File: src/rtl/udar_pkg.sv
// Shared constants for the ultrasonic ranging blocks: us->cm scaling and
// range_filter FSM state encoding.
package udar_pkg;

  localparam int US_TO_CM_MUL   = 1130;
  localparam int US_TO_CM_SHIFT = 16;

  localparam logic [1:0] ST_IDLE   = 2'd0;
  localparam logic [1:0] ST_ACCEPT = 2'd1;
  localparam logic [1:0] ST_CONV   = 2'd2;
  localparam logic [1:0] ST_OUT    = 2'd3;

endpackage

File: src/rtl/range_ring.sv
// Ring buffer of accepted echo widths: combinational read of the slot about to
// be overwritten (the oldest entry), synchronous write with wrapping pointer.
module range_ring
  import udar_pkg::*;
#(
  parameter int W          = 16,
  parameter int DEPTH_LOG2 = 2
) (
  input  logic         clk_i,
  input  logic         rst_ni,
  input  logic         we_i,
  input  logic [W-1:0] wdata_i,
  output logic [W-1:0] oldest_o
);

  localparam int DEPTH = 1 << DEPTH_LOG2;

  logic [DEPTH-1:0][W-1:0] mem_q;
  logic [DEPTH_LOG2-1:0]   wptr_q;

  assign oldest_o = mem_q[wptr_q];

  always_ff @(posedge clk_i or negedge rst_ni) begin
    if (!rst_ni) begin
      mem_q  <= '0;
      wptr_q <= '0;
    end else if (we_i) begin
      mem_q[wptr_q] <= wdata_i;
      wptr_q        <= wptr_q + 1'b1;
    end
  end

endmodule

File: src/rtl/range_filter.sv
// Sliding-window average of HC-SR04 echo widths, converted to centimetres.
// Define RANGE_OUTLIER_REJECT_EN to discard zero or > MAX_US samples.
module range_filter
  import udar_pkg::*;
#(
  parameter int CAP_LEN  = 16,
  parameter int WIN_LOG2 = 2,
  parameter int CM_LEN   = 10,
  parameter int MAX_US   = 23200
) (
  input  logic               clk50M,
  input  logic               rst_n,
  input  logic [CAP_LEN-1:0] sample_len,
  input  logic               sample_done,
  output logic [CM_LEN-1:0]  dist_cm,
  output logic               dist_valid,
  output logic               full,
  output logic               rejected
);

  localparam int DEPTH = 1 << WIN_LOG2;
  localparam int SW    = CAP_LEN + WIN_LOG2;
  localparam int PW    = CAP_LEN + 11;
  localparam logic [CAP_LEN-1:0]  MAX_LIM  = CAP_LEN'(MAX_US);
  localparam logic [WIN_LOG2:0]   FILL_MAX = (WIN_LOG2+1)'(DEPTH);
`ifdef RANGE_OUTLIER_REJECT_EN
  localparam bit REJECT_EN = 1'b1;
`else
  localparam bit REJECT_EN = 1'b0;
`endif

  logic [1:0]         state_q, state_d;
  logic               done_prev_q;
  logic [CAP_LEN-1:0] cur_q, cur_d;
  logic [SW-1:0]      sum_q, sum_d;
  logic [WIN_LOG2:0]  fill_q, fill_d;
  logic [PW-1:0]      prod_q, prod_d;
  logic [CM_LEN-1:0]  dist_cm_q, dist_cm_d;
  logic               dist_valid_q, dist_valid_d;
  logic               full_q, full_d;
  logic               rejected_q, rejected_d;

  logic [CAP_LEN-1:0] oldest;
  logic               outlier, ring_we, rise;
  logic [PW-1:0]      cm_full;

  assign rise    = sample_done && !done_prev_q;
  assign outlier = REJECT_EN && ((cur_q == '0) || (cur_q > MAX_LIM));
  assign ring_we = (state_q == ST_ACCEPT) && !outlier;
  assign cm_full = prod_q >> US_TO_CM_SHIFT;

  range_ring #(.W(CAP_LEN), .DEPTH_LOG2(WIN_LOG2)) u_ring (
    .clk_i    (clk50M),
    .rst_ni   (rst_n),
    .we_i     (ring_we),
    .wdata_i  (cur_q),
    .oldest_o (oldest)
  );

  always_comb begin
    state_d      = state_q;
    cur_d        = cur_q;
    sum_d        = sum_q;
    fill_d       = fill_q;
    prod_d       = prod_q;
    dist_cm_d    = dist_cm_q;
    dist_valid_d = 1'b0;
    full_d       = full_q;
    rejected_d   = 1'b0;
    case (state_q)
      ST_IDLE: begin
        if (rise) begin
          cur_d   = sample_len;
          state_d = ST_ACCEPT;
        end
      end
      ST_ACCEPT: begin
        if (outlier) begin
          rejected_d = 1'b1;
          state_d    = ST_IDLE;
        end else begin
          // sum never goes negative: oldest is always a term already in sum
          sum_d   = sum_q + SW'(cur_q) - SW'(oldest);
          fill_d  = (fill_q == FILL_MAX) ? fill_q : fill_q + 1'b1;
          full_d  = full_q || (fill_d == FILL_MAX);
          state_d = ST_CONV;
        end
      end
      ST_CONV: begin
        prod_d  = PW'(sum_q >> WIN_LOG2) * PW'(US_TO_CM_MUL);
        state_d = ST_OUT;
      end
      default: begin
        dist_cm_d    = (cm_full > PW'((1 << CM_LEN) - 1)) ? '1 : cm_full[CM_LEN-1:0];
        dist_valid_d = full_q;
        state_d      = ST_IDLE;
      end
    endcase
  end

  // done_prev resets high so a done level held through reset is not a new sample
  always_ff @(posedge clk50M or negedge rst_n) begin
    if (!rst_n) begin
      state_q      <= ST_IDLE;
      done_prev_q  <= 1'b1;
      cur_q        <= '0;
      sum_q        <= '0;
      fill_q       <= '0;
      prod_q       <= '0;
      dist_cm_q    <= '0;
      dist_valid_q <= 1'b0;
      full_q       <= 1'b0;
      rejected_q   <= 1'b0;
    end else begin
      state_q      <= state_d;
      done_prev_q  <= sample_done;
      cur_q        <= cur_d;
      sum_q        <= sum_d;
      fill_q       <= fill_d;
      prod_q       <= prod_d;
      dist_cm_q    <= dist_cm_d;
      dist_valid_q <= dist_valid_d;
      full_q       <= full_d;
      rejected_q   <= rejected_d;
    end
  end

  assign dist_cm    = dist_cm_q;
  assign dist_valid = dist_valid_q;
  assign full       = full_q;
  assign rejected   = rejected_q;

endmodule

File: config.mk
export PLATFORM = sky130hd
export DESIGN_NAME = range_filter
export DESIGN_NICKNAME = d
export VERILOG_FILES = /design/src/rtl/udar_pkg.sv /design/src/rtl/range_ring.sv /design/src/rtl/range_filter.sv
export SDC_FILE = /design/constraint.sdc
export NUM_CORES = 1
export LEC_CHECK = 0
export ABC_AREA = 1
export CORE_MARGIN = 3
export CORE_UTILIZATION = 35
export CTS_BUF_LIST = sky130_fd_sc_hd__clkbuf_2
export DETAILED_ROUTE_END_ITERATION = 16
export SLEW_MARGIN = 10
export SYNTH_ARGS = -nofsm -noshare
export SYNTH_HDL_FRONTEND = slang
export SYNTH_HIERARCHICAL = 1
export SYNTH_SLANG_ARGS = --single-unit
File: constraint.sdc
create_clock -name clk50M -period 10.4 [get_ports clk50M]
set_clock_uncertainty 0.15 [all_clocks]
set_input_delay 1.56 -clock clk50M [delete_from_list [all_inputs] [get_ports clk50M]]
set_output_delay 1.56 -clock clk50M [all_outputs]
set_load 0.05 [all_outputs]
# After elaboration in Yosys (flattened, before gate mapping)
# Index checks and enable logic that the tools add are counted.
[totals]
register_bits = 144
input_bits = 19
out_inout_bits = 13
elab_cells = 44
[classes]
add_sub_neg = 4
multipliers = 1
order_cmp = 3
n_eq_ne = 5
n_mux = 10
reduce_logical = 7
[op_table]
columns = ["op", "n"]
rows = [
  ["bitwise mux 64 bit", 1],
  ["binary-select mux 16 bit (select 2 bit)", 1],
  ["demux 16 bit (select 2 bit)", 1],
  ["2-to-1 mux 16 bit", 2],
  ["multiplier 16 x 10 -> 26 bit (second input constant)", 1],
  ["adder 18 x 16 -> 18 bit", 1],
  ["subtractor 18 x 16 -> 18 bit", 1],
  ["> comparator 11 x 10 -> 1 bit (second input constant)", 1],
  ["2-to-1 mux 10 bit", 1],
  ["== test 3 bit (second input constant)", 2],
  ["case mux 2 bit (3 select lines)", 1],
  ["adder 3 x 1 -> 3 bit (second input constant)", 1],
  ["less-than comparator 2 x 3 -> 1 bit (second input constant)", 1],
  ["2-to-1 mux 3 bit", 1],
  ["OR reduction 3 bit", 1],
  ["adder 2 x 1 -> 2 bit (second input constant)", 1],
  ["== test 2 x 1 -> 1 bit (second input constant)", 1],
  ["== test 2 bit (second input constant)", 1],
  ["greater-or-equal comparator 2 x 1 -> 1 bit (second input constant)", 1],
  ["logical AND 1 bit", 2],
  ["logical NOT 2 bit", 1],
  ["2-to-1 mux 2 bit", 1],
  ["inequality test 2 bit (second input constant)", 1],
  ["AND reduction 2 bit", 1],
  ["other kinds (3)", 3],
]

# Depth between registers and ports, before layout
# Gate-level depths: netlist (run 1).
[depth]
depth_word = 5
mapped_depth = 21
ltp_nobuf = 21

# Cells and area by module
# Netlist (run 1), hierarchy kept.
[by_module_without_submodules]
columns = ["module", "n_inst", "cells_each", "area_per_inst_um2", "seq_area_each_um2"]
rows = [
  ["range_filter", 1, 946, 6995.5, 1577.8],
  ["range_ring", 1, 422, 3500.9, 1651.6],
]

# Worst setup path after synthesis (run 1)
# Ideal clock, no wire load.
[synth_timing]
path_kind = "register to register"
from = "reg sum_q[8]"
to = "reg prod_q[22]"
setup_time_ps = 117
t_arrival_ps = 3712
required_ps = 10133
path_slack_ps = 6420
path_stages_with_launch = 19
path_buffers = 0
synth_period_minus_slack_ps = 3980
path_cell_list = "dfrtp_1 -> ha_1 -> ha_1 -> inv_1 -> fa_1 -> inv_1 -> fa_1 -> inv_1 -> fa_1 -> inv_1 -> ha_1 -> nand2_1 -> nor2_1 -> nand2_1 -> nand3b_2 -> nand3_2 -> nand2_1 -> nand3_1 -> nand2_1"
[synth_via]
elab_chain_cells = 1
[synth_rtl]
columns = ["item", "line", "source"]
rows = [
  ["start, declared", "range_filter.sv:35", "logic [SW-1:0] sum_q, sum_d;"],
  ["start signal, assigned", "range_filter.sv:118", "sum_q <= sum_d;"],
  ["multiplier 16 x 10 -> 26 bit", "range_filter.sv:90", "prod_d = PW'(sum_q >> WIN_LOG2) * PW'(US_TO_CM_MUL);"],
  ["end signal, assigned", "range_filter.sv:120", "prod_q <= prod_d;"],
  ["end, declared", "range_filter.sv:37", "logic [PW-1:0] prod_q, prod_d;"],
]
# No other way between the ends.
# A chain may end at the register's enable or synchronous reset.

# Worst setup path after layout (run 1)
[layout_timing]
from = "reg sum_q[10]"
to = "reg prod_q[19]"
# The elaborated chain is that of the path after synthesis.

==> results.py, run 1 <==
metrics = {
    "run_status": {
        "status": "complete, no violations",
    },
    "worst_setup_path": {
        "worstSetupPathType": "reg -> reg",
        "path_max_fanout": 7,
        "cp-start-kind": "flop",
        "worst_path_largest_cell_delay_ns": 0.64,
        "cp.required_ns": 10.82,
        "crit_buf_inv": 3,
        "slowest_stage": "dfrtp_1",
        "critPathTopFamily": "adder cells",
        "path_cells": "ha_1 -> ha_1 -> fa_1 -> fa_1 -> inv_1 -> fa_1 -> inv_1 -> ha_1 -> nand2_1 -> inv_1 -> a21oi_1 -> nor2_1 -> nor2_1 -> nand3b_1 -> nand3_1 -> nand2_1",
        "arrival_ns": 4.78,
        "endpoint_kind": "flop",
    },
    "finish": {
        "fill_cells": 3084,
        "multiInputGateArea_um2": 5840,
        "fin_area_um2": 11300,
        "final_common_cell": "nand2_1",
        "area_growth_pct": 7.57,
        "final_layout_size_suffix_gt1_share_pct": 8.01,
        "nNetsFinal": 1567,
        "final_cell_mix": "409 x nand2_1, 297 x inv_1, 128 x dfrtp_1",
        "seq_area_um2": 3230,
    },
    "die": {
        "fp-row-count": 62,
        "num_io_pins": 32,
        "die_x_um": 179,
        "die_h_um": 179,
        "start_util_pct": 36.1,
        "core_region_area_um2": 29100,
        "die-area_um2": 32100,
    },
    "drt": {
        "ant_nets": 0,
        "via_count": 8105,
        "dr.pass1.iters": 5,
        "routedWlPerCell_um": 13.0,
        "route.detailed.drc": 0,
        "via_per_inst": 4.54,
        "dr.first_iter.drc_count": 520,
        "wl_mm": 23.2,
    },
    "sta": {
        "setup_viol": 0,
        "setup_slack_ns": 6.04,
        "tightest_slew_ns": 0.918,
        "fmax_ghz": 0.229,
        "setup-tns-final_ns": 0,
        "rsz0062_at_grt": "no",
        "finalHoldViolations": 0,
        "relSlewSlack_pct": 38.8,
        "fin_hold_ws_ns": 0.357,
        "period_share_pct": 42.0,
        "layout_min_cycle_time_ns": 4.36,
        "maxSlewViolCount": 0,
    },
    "logic_synthesis": {
        "synth.distinct_cells": 45,
        "synth.largest_area_cell": "dfrtp_1",
        "yosysWarnings": 6,
        "synth_edf_count": 0,
        "syn_area_per_cell_um2": 7.67,
        "syn-cell-area_um2": 10500,
        "netlist_instances": 1368,
        "ys.flop_type": "dfrtp_1",
        "async_flop_share_pct": 100,
        "synth_top_area_share_pct": 30.5,
        "synth_nets": 1549,
        "synth_area_leaders": "dfrtp_1 31%, nand2_1 15%, ha_1 13%, inv_1 11%, fa_1 9.3%",
        "ys_seq_area_share_pct": 30.8,
        "yosys_register_bits": 129,
    },
    "global_routing": {
        "grt_pass1_vias": 8136,
        "antenna_found_initial": 1,
        "grt_pass1_wl_mm": 40.4,
        "track_usage_pct": 15.6,
        "grt-ovfl-total": 0,
        "grt_max_degree": 72,
    },
    "clocking": {
        "cts_tree": "yes",
        "path_clk_slew_ns": 0.26,
        "cts_root_buf": "clkbuf_2",
        "cts_resized": 0,
        "cts-buffers-inserted": 17,
        "hold_buffers": 0,
        "clockBufferDepth": 2,
        "post_cts_buffers": 0,
        "htree_levels": 4,
        "cts_sinks": 129,
        "clkLatencyLatePin_ns": 0.70,
    },
    "place": {
        "gp_congestion": 0.895,
        "io_buffers": 30,
        "placed_cell_area_um2": 11000,
        "dp_slack_ns": 6.10,
        "dp_hpwl_mm": 17.5,
    },
    "run": {
        "maxCapViolCount": 0,
    },
    "min_path": {
        "min_path_type": "reg -> reg",
    },
}
==> synthesized netlist by cell type, types with 2 or more instances <==
| library cell | count |
|---|---|
| inv_1 | 297 |
| nor4_1 | 4 |
| buf_2 | 2 |
| o21ai_1 | 23 |
| o22ai_1 | 3 |
| fa_1 | 49 |
| clkinv_1 | 2 |
| xnor2_1 | 3 |
| nand2_4 | 4 |
| nor2_2 | 4 |
| a21oi_1 | 42 |
| nand3b_1 | 6 |
| buf_1 | 2 |
| nand3_2 | 2 |
| o21ai_2 | 45 |
| nor2_1 | 59 |
| o21ai_0 | 29 |
| nor3_1 | 2 |
| nand3_1 | 73 |
| dfrtp_1 | 128 |
| buf_6 | 17 |
| a21oi_2 | 2 |
| nand2_1 | 409 |
| xor2_1 | 3 |
| ha_1 | 113 |
| clkbuf_1 | 7 |
| inv_2 | 2 |
| nand4_1 | 5 |
| nor2_4 | 2 |
| buf_4 | 6 |
| nand2_2 | 9 |
==> area by class of cell <==
| class | count | area share [%] |
|---|---|---|
| Antenna cell | 1 | 0.0222 |
| Clock buffer | 17 | 0.754 |
| Clock inverter | 15 | 1.67 |
| Inverter | 302 | 10.1 |
| Multi-Input combinational cell | 902 | 51.7 |
| Sequential cell | 129 | 28.6 |
| Tap cell | 384 | 4.26 |
| Timing Repair Buffer | 34 | 2.94 |
==> layer usage <==
layer / global-route usage (%) / wire (µm) / share of wire, %
met1: 21.4 / 11500 / 49
met5: 0 / 0 / 0
met3: 2.05 / 654 / 2.8
met4: 3.25 / 240 / 1.0
met2: 26.5 / 10800 / 47
==> worst register-to-register path: cells and delay by family, from the launching register on <==
kind / cells / cell delay [ns]
adder cells (fa/ha/maj): 6 / 2.53
flip-flops: 1 / 0.64
AND/OR/NAND/NOR: 6 / 0.60
AO/OA/AOI/OAI: 1 / 0.17
buffers and inverters: 3 / 0.15
==> path summary, 6_finish.rpt <==
path | start | slack (ns) | depth (start not counted) | to
max | sum_q[10]$_DFFE_PN0P_ | 6.04 | 16 | prod_q[19]$_DFFE_PN0P_
min | prod_q[19]$_DFFE_PN0P_ | 0.36 | 2 | prod_q[19]$_DFFE_PN0P_
max reg2reg | sum_q[10]$_DFFE_PN0P_ | 6.04 | 16 | prod_q[19]$_DFFE_PN0P_
min reg2reg | prod_q[19]$_DFFE_PN0P_ | 0.36 | 2 | prod_q[19]$_DFFE_PN0P_
max in group asynchronous | rst_n | 8.12 | 2 | sum_q[13]$_DFFE_PN0P_
min in group asynchronous | rst_n | 0.61 | 1 | u_ring/mem_q[63]$_DFFE_PN0P_
==> through the flow <==
step                      cells  util (%)
after CTS                  1783      38.8
after global routing       1784      38.8
after detailed placement   1751      37.9
after floorplan            1368         -
final                      1784      38.8
after global placement     1751      37.9
==> flip-flops by register name, indices dropped and copies added, names as in the netlist <==
register       cells
cur_q             16
prod_q            11
fill_q             3
u_ring/mem_q      64
dist_valid         1
done_prev_q        1
dist_cm           10
sum_q             18
u_ring/wptr_q      2
full               1
state_q            2
==> logic make-up after synthesis <==
group	share of synthesized area, %
AOI/OAI and AO/OA	8.94
xor gates and xnor gates	0.501
buffers and inverters	13.6
and+or+nand+nor	23.2
other	0.0357
adders and majority gates	22.8
muxes	0.107
DFF	30.8
Power of run 1 is not shown: default switching activity piles up to over one toggle a cycle in this logic, so the estimate is an artifact.
==> run 2, diff against run 1 <==
clock period = 3.6 ns   (was 10.4 ns; I/O delays follow)
==> run 2 against run 1 <==
  * The run now ends with negative setup slack left
  * First-iteration DRC count fell by 28%
  * Sequential share of layout area fell by 2.5 points
  * Final cell count rose by 3.6%
  * Non-clock buffer count rose by 65
  * Cell area rose by 10%
  * Die area did not move
  * Global-route usage rose by 0.34 points
  * Via count rose by 2.8%
  * Utilization rose by 3.9 points
  * Wire length rose by 3.3%
  * Count of clock-buffer cells in the layout did not move
  * Flip-flop and latch count did not move
==> results.py, run 2 (same netlist as run 1, synthesis figures left out) <==
metrics = {
    "drt": {
        "via_count": 8335,
        "via_per_inst": 4.51,
        "route.detailed.drc": 0,
        "dr.pass1.iters": 5,
        "wl_mm": 24.0,
        "ant_nets": 0,
        "routedWlPerCell_um": 13.0,
        "dr.first_iter.drc_count": 372,
    },
    "finish": {
        "top_register": "u_ring/mem_q",
        "final_cell_count_no_fill": 1849,
        "area_growth_pct": 18.3,
        "final_layout_size_suffix_gt1_share_pct": 18.9,
        "final_common_cell": "nand2_1",
        "final_cell_mix": "387 x nand2_1, 285 x inv_1, 117 x dfrtp_1",
        "reg_top3": "u_ring/mem_q: 64 flops, sum_q: 18 flops, cur_q: 16 flops",
        "nNetsFinal": 1632,
        "multiInputGateArea_um2": 6440,
        "seq_area_um2": 3240,
        "largest_reg_flops": 64,
        "fill_cells": 2968,
    },
    "sta": {
        "fmax_ghz": 0.260,
        "finalHoldViolations": 0,
        "relSlewSlack_pct": 48.4,
        "tightest_slew_ns": 0.773,
        "rsz0062_at_grt": "yes",
        "maxSlewViolCount": 0,
        "layout_min_cycle_time_ns": 3.85,
        "setup_slack_ns": -0.246,
        "period_share_pct": 107,
        "setup_viol": 11,
    },
    "place": {
        "dp_hpwl_mm": 18.2,
        "io_buffers": 30,
        "gp_congestion": 0.862,
        "dp.cells": 1801,
    },
    "die": {
        "die_h_um": 179,
        "die_x_um": 179,
        "fp-row-count": 62,
        "core_region_area_um2": 29100,
        "die-area_um2": 32100,
        "start_util_pct": 36.1,
        "num_io_pins": 32,
    },
    "worst_setup_path": {
        "worstSetupPathType": "reg -> reg",
        "arrival_ns": 4.32,
        "cp.required_ns": 4.07,
        "endpoint_kind": "flop",
        "cp-start-kind": "flop",
        "path_max_fanout": 4,
    },
    "global_routing": {
        "track_usage_pct": 16.0,
        "grt_pass1_vias": 8507,
        "grt_max_degree": 82,
        "antenna_found_initial": 1,
        "grt_pass1_wl_mm": 41.2,
        "grt-ovfl-total": 0,
    },
    "run_status": {
        "violations": "negative setup slack",
        "status": "complete, but fails checks",
    },
    "clocking": {
        "cts_root_buf": "clkbuf_2",
        "cts_sinks": 129,
        "cts-buffers-inserted": 17,
        "path_clk_slew_ns": 0.24,
        "cts_tree": "yes",
        "clockBufferDepth": 2,
        "clkLatencyLatePin_ns": 0.69,
        "htree_levels": 4,
    },
    "min_path": {
        "min_path_type": "in -> reg",
    },
    "run": {
        "maxCapViolCount": 0,
    },
}
==> run 2: cell count changes in the layout (fill, tap and decap cells not counted), moves of 9 or more <==
cell     change
buf_4       +59
ha_1        -28
ha_4        +28
nand2_1     -22
nand2_2     +14
nor2_1      -13
inv_1       -12
inv_2       +12
dfrtp_1     -11
dfrtp_2     +11
nand3_1      -9
==> run 2: per-layer routing <==
layer  GRT usage [%]  up-vias  part of all wire, %
li1                -     4345                    -
met1            21.5     3867                   49
met2            27.0      102                   47
met3            2.24       21                  2.4
met4            4.16        0                  1.5
met5               0        -                    0
==> run 2: stage by stage <==
step	worst slack [ns]	util (%)	hold slack [ns]	cell area [µm²]	setup TNS, ns
floorplan	-0.100	-	0.0944	10800	-0.597
global placement	-0.269	40.3	0.308	11700	-2.23
detailed placement	-0.297	40.3	0.314	11700	-2.54
CTS	-0.191	42.2	0.0363	12300	-1.69
global route	-0.427	42.7	0.0214	12400	-4.17
finish	-0.246	42.7	0.155	12400	-2.09
==> run 2: timing repair <==
| action | CTS | global route |
|---|---|---|
| hold endpoints to repair | 79 | 0 |
| buffers inserted | 10 | 4 |
| endpoints found under the setup margin | 11 | 12 |
| hold buffers | 1 | 0 |
| pin swaps | 23 | 22 |
| gates resized for setup | 37 | 32 |
==> run 2: path summary, 6_finish.rpt <==
check,from,cells after the start,slack (ns),endpoint
max in group asynchronous,rst_n,3,2.23,u_ring/mem_q[56]$_DFFE_PN0P_
setup / recovery,sum_q[7]$_DFFE_PN0P_,19,-0.25,prod_q[25]$_DFFE_PN0P_
setup reg to reg,sum_q[7]$_DFFE_PN0P_,19,-0.25,prod_q[25]$_DFFE_PN0P_
hold reg to reg,prod_q[18]$_DFFE_PN0P_,2,0.34,dist_cm[2]$_DFFE_PN0N_
hold / removal,sample_done,1,0.15,done_prev_q$_DFF_PN1_
min in group asynchronous,rst_n,2,0.28,u_ring/mem_q[44]$_DFFE_PN0P_
==> run 2: area by class of cell <==
| cell class | count | area share, % |
|---|---|---|
| Multi-Input combinational cell | 902 | 51.9 |
| Timing Repair Buffer | 99 | 6.84 |
| Clock inverter | 15 | 1.45 |
| Inverter | 302 | 9.15 |
| Sequential cell | 129 | 26.1 |
| Tap cell | 384 | 3.87 |
| Clock buffer | 17 | 0.685 |
| Antenna cell | 1 | 0.0201 |
==> run 2: critical path, cell delays in order (launching register included) <==
cell and delay (ns):
dfrtp_2 0.50, ha_4 0.26, ha_4 0.25, inv_2 0.03, fa_1 0.47, inv_1 0.05, fa_1 0.48, inv_1 0.05
fa_1 0.49, inv_2 0.05, ha_4 0.31, nand2_8 0.08, nor2_4 0.17, nand2_2 0.07, nor2_2 0.11, nand2_2 0.07
nand3_2 0.06, nand2_1 0.04, nand3_1 0.08, nand2_1 0.05
Power of run 2 is left out for the same reason.
